## src/rtl/dac_pkg.sv

```systemverilog
// Shared types and code-conversion helpers for the TDM DAC front end.
package dac_pkg;

    localparam int CONV_W = 32;

    typedef enum logic {
        INIT = 1'b0,
        RUN  = 1'b1
    } state_e;

    // Works on the low dw bits of a CONV_W-wide value; callers cast the result back to their width.
    function automatic logic [CONV_W-1:0] conv(input logic [CONV_W-1:0] x, input int dw, input logic fmt);
        logic [CONV_W-1:0] msb_m;
        logic [CONV_W-1:0] lo_m;
        msb_m = 32'd1 << (dw - 1);
        lo_m  = msb_m - 32'd1;
        if (fmt == 1'b0) begin
            conv = ((~x) & msb_m) | (x & lo_m);
        end else begin
            conv = (x & msb_m) | ((~x) & lo_m);
        end
    endfunction

    function automatic logic [CONV_W-1:0] midscale(input int dw, input logic fmt);
        return conv(32'd0, dw, fmt);
    endfunction

endpackage

```

## src/rtl/dac_ch_capture.sv

```systemverilog
// One channel: capture register with fresh flag, per-frame snapshot register and sticky underrun flag.
module dac_ch_capture
    import dac_pkg::*;
#(
    parameter int DW = 14
) (
    input  logic          clk_i,
    input  logic          rst_i,
    input  logic          en_i,
    input  logic [DW-1:0] dat_i,
    input  logic          snap_i,
    input  logic          run_i,
    input  logic          ur_mode_i,
    input  logic          ur_clr_i,
    output logic [DW-1:0] frame_o,
    output logic          underrun_o
);

    logic [DW-1:0] capture_q, capture_d;
    logic [DW-1:0] frame_q, frame_d;
    logic          fresh_q, fresh_d;
    logic          underrun_q, underrun_d;
    logic          ur_set_s;

    // Capture, snapshot and underrun next-state; a strobe coinciding with the snapshot bypasses into the frame.
    always_comb begin
        capture_d  = capture_q;
        frame_d    = frame_q;
        fresh_d    = fresh_q;
        ur_set_s   = 1'b0;
        if (en_i) begin
            capture_d = dat_i;
        end else begin
            capture_d = capture_q;
        end
        if (snap_i) begin
            fresh_d  = 1'b0;
            ur_set_s = run_i & ~fresh_q & ~en_i;
            if (en_i) begin
                frame_d = dat_i;
            end else if (fresh_q) begin
                frame_d = capture_q;
            end else if (ur_mode_i) begin
                frame_d = '0;
            end else begin
                frame_d = frame_q;
            end
        end else if (en_i) begin
            fresh_d = 1'b1;
        end else begin
            fresh_d = fresh_q;
        end
        if (ur_set_s) begin
            underrun_d = 1'b1;
        end else if (ur_clr_i) begin
            underrun_d = 1'b0;
        end else begin
            underrun_d = underrun_q;
        end
    end

    // Channel state registers.
    always_ff @(posedge clk_i) begin
        if (rst_i) begin
            capture_q  <= '0;
            frame_q    <= '0;
            fresh_q    <= 1'b0;
            underrun_q <= 1'b0;
        end else begin
            capture_q  <= capture_d;
            frame_q    <= frame_d;
            fresh_q    <= fresh_d;
            underrun_q <= underrun_d;
        end
    end

    assign frame_o    = frame_q;
    assign underrun_o = underrun_q;

endmodule

```

## src/rtl/dac_tdm_mux.sv

```systemverilog
// Time-multiplexes NCH snapshotted sample streams onto one DAC bus, with post-reset DAC init sequencing.
module dac_tdm_mux
    import dac_pkg::*;
#(
    parameter int  DW         = 14,
    parameter int  NCH        = 2,
    parameter int  RST_CYCLES = 16,
    localparam int SW         = (NCH > 1) ? $clog2(NCH) : 1
) (
    input  logic              dac_clk_i,
    input  logic              dac_rst_i,
    input  logic [NCH*DW-1:0] ch_dat_i,
    input  logic [NCH-1:0]    ch_en_i,
    input  logic              fmt_i,
    input  logic              ur_mode_i,
    input  logic              ur_clr_i,
    output logic [DW-1:0]     dac_dat_o,
    output logic [SW-1:0]     dac_sel_o,
    output logic              dac_wrt_o,
    output logic              dac_rst_o,
    output logic              frame_o,
    output logic [NCH-1:0]    underrun_o
);

    localparam int CW = (RST_CYCLES > 1) ? $clog2(RST_CYCLES) : 1;

    state_e        state_q, state_d;
    logic [CW-1:0] cnt_q, cnt_d;
    logic [SW-1:0] slot_q, slot_d;
    logic          snap_s;
    logic          run_s;
    logic [DW-1:0] frame_arr_s [NCH];
    logic [DW-1:0] mux_s;
    logic [DW-1:0] dat_q, dat_d;
    logic [SW-1:0] sel_q, sel_d;
    logic          wrt_q, wrt_d;
    logic          drst_q, drst_d;
    logic          frm_q, frm_d;

    // FSM, init counter and slot counter; the snapshot fires on the last INIT cycle and on every last slot.
    always_comb begin
        state_d = state_q;
        cnt_d   = cnt_q;
        slot_d  = slot_q;
        snap_s  = 1'b0;
        run_s   = 1'b0;
        case (state_q)
            INIT: begin
                slot_d = '0;
                if (cnt_q == CW'(RST_CYCLES - 1)) begin
                    state_d = RUN;
                    cnt_d   = '0;
                    snap_s  = 1'b1;
                end else begin
                    cnt_d = cnt_q + CW'(1);
                end
            end
            RUN: begin
                run_s = 1'b1;
                if (slot_q == SW'(NCH - 1)) begin
                    slot_d = '0;
                    snap_s = 1'b1;
                end else begin
                    slot_d = slot_q + SW'(1);
                end
            end
            default: begin
                state_d = INIT;
                cnt_d   = '0;
                slot_d  = '0;
            end
        endcase
    end

    // Sequencing state registers.
    always_ff @(posedge dac_clk_i) begin
        if (dac_rst_i) begin
            state_q <= INIT;
            cnt_q   <= '0;
            slot_q  <= '0;
        end else begin
            state_q <= state_d;
            cnt_q   <= cnt_d;
            slot_q  <= slot_d;
        end
    end

    for (genvar k = 0; k < NCH; k++) begin : g_ch
        dac_ch_capture #(.DW(DW)) u_cap (
            .clk_i      (dac_clk_i),
            .rst_i      (dac_rst_i),
            .en_i       (ch_en_i[k]),
            .dat_i      (ch_dat_i[k*DW +: DW]),
            .snap_i     (snap_s),
            .run_i      (run_s),
            .ur_mode_i  (ur_mode_i),
            .ur_clr_i   (ur_clr_i),
            .frame_o    (frame_arr_s[k]),
            .underrun_o (underrun_o[k])
        );
    end

    // Channel select mux and output code formation.
    always_comb begin
        mux_s = '0;
        for (int k = 0; k < NCH; k++) begin
            mux_s = (slot_q == SW'(k)) ? frame_arr_s[k] : mux_s;
        end
        if (state_q == RUN) begin
            dat_d  = DW'(conv(CONV_W'(mux_s), DW, fmt_i));
            sel_d  = slot_q;
            wrt_d  = 1'b1;
            drst_d = 1'b0;
            frm_d  = (slot_q == '0);
        end else begin
            dat_d  = DW'(midscale(DW, fmt_i));
            sel_d  = '0;
            wrt_d  = 1'b0;
            drst_d = 1'b1;
            frm_d  = 1'b0;
        end
    end

    // Output register stage.
    always_ff @(posedge dac_clk_i) begin
        if (dac_rst_i) begin
            dat_q  <= DW'(midscale(DW, 1'b0));
            sel_q  <= '0;
            wrt_q  <= 1'b0;
            drst_q <= 1'b1;
            frm_q  <= 1'b0;
        end else begin
            dat_q  <= dat_d;
            sel_q  <= sel_d;
            wrt_q  <= wrt_d;
            drst_q <= drst_d;
            frm_q  <= frm_d;
        end
    end

    assign dac_dat_o = dat_q;
    assign dac_sel_o = sel_q;
    assign dac_wrt_o = wrt_q;
    assign dac_rst_o = drst_q;
    assign frame_o   = frm_q;

endmodule

```

## config.mk

```make
export PLATFORM = sky130hd
export DESIGN_NAME = dac_tdm_mux
export DESIGN_NICKNAME = d
export VERILOG_FILES = /design/src/rtl/dac_pkg.sv /design/src/rtl/dac_ch_capture.sv /design/src/rtl/dac_tdm_mux.sv
export SDC_FILE = /design/constraint.sdc
export NUM_CORES = 1
export LEC_CHECK = 0
export ABC_AREA = 1
export CELL_PAD_IN_SITES_DETAIL_PLACEMENT = 0
export CELL_PAD_IN_SITES_GLOBAL_PLACEMENT = 1
export CORE_MARGIN = 4
export CORE_UTILIZATION = 43
export CTS_BUF_LIST = sky130_fd_sc_hd__clkbuf_4
export CTS_CLUSTER_DIAMETER = 200
export DETAILED_ROUTE_END_ITERATION = 8
export GPL_ROUTABILITY_DRIVEN = 0
export GPL_TIMING_DRIVEN = 0
export HOLD_SLACK_MARGIN = 0.02
export PLACE_DENSITY = 0.92
export SLEW_MARGIN = 20
export SYNTH_ARGS = -nofsm -noshare
export SYNTH_HDL_FRONTEND = slang
export SYNTH_SLANG_ARGS = --single-unit
export TNS_END_PERCENT = 1
```

## constraint.sdc

```tcl
create_clock -name dac_clk_i -period 4.05 [get_ports dac_clk_i]
set_clock_uncertainty 0.1 [all_clocks]
set_input_delay 0.81 -clock dac_clk_i [delete_from_list [all_inputs] [get_ports dac_clk_i]]
set_output_delay 0.81 -clock dac_clk_i [all_outputs]
set_load 0.005 [all_outputs]
```

==> metrics.cfg <==
[cts]
cts_tree=yes
cts_root_buf=clkbuf_4
clk_pin_slew_ps=130
cts_sinks=84
post_cts_resized=0
cts_setup_buffers=0
cts.hold.buffers_added=0
numCtsBuffers=9
cts_max_level=3
clock_path_buffers=2
clock_latency_ps=420

[setup_path]
critPathKind=reg -> out
crit_family=buffers and inverters
critPathMaxFanout=2
critPathBufInv=2
crit_slowest_cell=clkdlybuf4s50_1
critPathCaptureType=primary output
max_stage_delay_ps=480
required_ps=3140
path_cells=buf_4 -> clkdlybuf4s50_1
critPathArrivalTime_ps=1370
worstSetupStartpointType=register
r2r_slack_ps=2450

[logic_synthesis]
syn_inst=512
synth_most_common_cell=nand2_1
ys_seq_elements=84
synth_top_cell_area_share_pct=47.2
syn-cell-area_sq_um=3560
synth_commonest_cells=162 x nand2_1, 84 x dfxtp_1, 79 x nor2_1
synth_ff_type=dfxtp_1
synth.yosys.seq_area_share_pct=47.2
synthArstFlopShare_pct=0
synth_edf_count=0
synth_area_leaders=dfxtp_1 47%, nand2_1 17%, nor2_1 8.3%
synth_cell_types=27
synth_nets=548
avgSynthCellArea_sq_um=6.96
yosys_warnings=0
synth_top_area_cell=dfxtp_1

[route]
routedWlPerCell_um=11.8
first_pass_iters=4
ant_nets=0
drt_iter0_drc=108
avgViaCountPerCell=4.74
drcViolationCount=0
wl_um=8060
via_count=3236

[final_layout]
fin_nets=612
design_area_sq_um=4450
diodes=0
area_growth_pct=24.9
drive_gt1_share_pct=7.57
num-fill-cells=758

[power_and_ir_drop]
p_clk_share_pct=41.5
p_leak_nw=2.09
p_seq_share_pct=49.7
power_per_cell_area_nw_per_um2=390
ir_worst_vdd_mv=0.192
p_int_mw=1.36
finalPower_mw=1.74
p_switching_mw=0.376
sw_frac_of_total_pct=21.6
power_frac_comb_pct=8.7

[sta]
hold_violations=0
rsz0062_at_grt=false
tightestPinTransition_ps=553
min_period_ps=2280
hold_slack_ps=369
tns_ps=0
slew_headroom_pct=63.1
setup_violations=0
timing.final.max_slew_violations=0
post-route-period-util_pct=56.3
timing.fmax_mhz=438

[grt]
antenna_found_initial=0
grt_use_total_pct=17.1
met3_usage_pct=2.97
grt_use_met1_pct=21.8
busiest_layer=met2
grt_pass1_wl_um=13600
met2_usage_pct=28.8
overflow=0
grt_max_degree=15
grt_pass1_vias=3072

[floorplan]
initial_core_util_pct=45.2
core_area_sq_um=7890
die_h_um=99.0
dieWidth_um=99.0
fp-row-count=32
die-area_sq_um=9810
num_io_pins=55

[worst_hold_path]
min_path_type=reg -> reg

[job]
max_cap_violations=0

[placed_design]
port_buffers=53
placed_area_sq_um=4220
hpwl_um=6050

[outcome]
status=complete, no violations

## stage by stage
step	setup slack [ps]	utilization, %	instances
after floorplan	2310	-	512
after global placement	1700	53.5	667
after detailed placement	1690	53.5	667
after CTS	1750	56.4	683
after global routing	1710	56.4	683
final	1770	56.4	683
## worst min-delay path, delay by kind of cell (launching register included)
kind,cells,cell delay [ps]
compound gates,1,50
simple gates,1,60
flops,1,330
## layout by cell type (no fill, tap or decap)
| cell type | netlist | layout |
|---|---|---|
| and3_1 | 1 | 1 |
| nand4_1 | 2 | 2 |
| inv_2 | 3 | 3 |
| clkbuf_4 | 0 | 9 |
| inv_4 | 1 | 1 |
| bufinv_16 | 0 | 5 |
| clkbuf_1 | 6 | 6 |
| dfxtp_1 | 84 | 84 |
| clkinv_4 | 0 | 1 |
| buf_2 | 5 | 5 |
| nand3_1 | 32 | 32 |
| clkdlybuf4s50_1 | 0 | 53 |
| inv_1 | 50 | 50 |
| nand3_4 | 2 | 2 |
| o21ai_0 | 12 | 12 |
| buf_6 | 5 | 5 |
| a21oi_1 | 39 | 39 |
| o211ai_1 | 1 | 1 |
| clkinv_1 | 1 | 2 |
| xor2_1 | 1 | 1 |
| ha_1 | 1 | 1 |
| nor2_8 | 1 | 1 |
| nand2_1 | 162 | 162 |
| nor2_1 | 79 | 79 |
| a21oi_2 | 2 | 2 |
| nand2_2 | 4 | 4 |
| buf_1 | 4 | 4 |
| buf_4 | 5 | 5 |
| nor3_1 | 3 | 3 |
| o21ai_1 | 5 | 5 |
| nor2_4 | 1 | 1 |
## sequential cells by signal, indices dropped and copies added (netlist names)
| signal | flops |
|---|---|
| cnt_q | 4 |
| g_ch.u_cap.frame_o | 28 |
| dac_sel_o | 1 |
| dac_wrt_o | 1 |
| g_ch.u_cap.underrun_o | 2 |
| slot_q | 1 |
| frame_o | 1 |
| g_ch.u_cap.capture_q | 28 |
| state_q | 1 |
| g_ch.u_cap.fresh_q | 2 |
| dac_dat_o | 14 |
| dac_rst_o | 1 |
## layer usage
layer / part of all wire [%] / vias up
li1: - / 1709
met5: 0 / -
met3: 4.5 / 12
met2: 47 / 61
met1: 47 / 1454
met4: 1.5 / 0
## cells by family after synthesis
group                      share of synthesized area, %
and+or+nand+nor                                    33.4
DFF                                                47.2
buffers and inverters                              10.3
AOI/OAI and AO/OA                                  8.57
xor gates and xnor gates                          0.246
adders and majority gates                         0.351
## power groups by stage
| stage | Clock (mW) | Combinational, mW | Sequential [mW] |
|---|---|---|---|
| 3_5_place_dp | 0 | 0.152 | 0.883 |
| 2_1_floorplan | 0 | 0.0811 | 0.881 |
| 5_1_grt | 0.762 | 0.171 | 0.867 |
| 6_report | 0.722 | 0.152 | 0.864 |
| 3_3_place_gp | 0 | 0.149 | 0.882 |
| 4_1_cts | 0.734 | 0.153 | 0.864 |
## layout make-up
type	instances	area, sq um	share of cell area (%)
well taps	102	128	2.87
clock buffers	9	67.6	1.52
multi-input cells	348	1520	34.1
clock inverters	7	163	3.65
inverters	55	209	4.69
flip-flops and latches	84	1680	37.8
repair buffers	53	531	11.9
plain buffers	25	156	3.51
## final timing paths
kind | from | depth (start not counted) | endpoint
setup reg to reg | cnt_q[0] | 7 | g_ch[0].u_cap.frame_o[13]
setup / recovery | g_ch[0].u_cap.underrun_o | 2 | underrun_o[0]
hold / removal | g_ch[0].u_cap.capture_q[0] | 2 | g_ch[0].u_cap.capture_q[0]
hold reg to reg | g_ch[0].u_cap.capture_q[0] | 2 | g_ch[0].u_cap.capture_q[0]
Power figures use the tool's default switching activity.
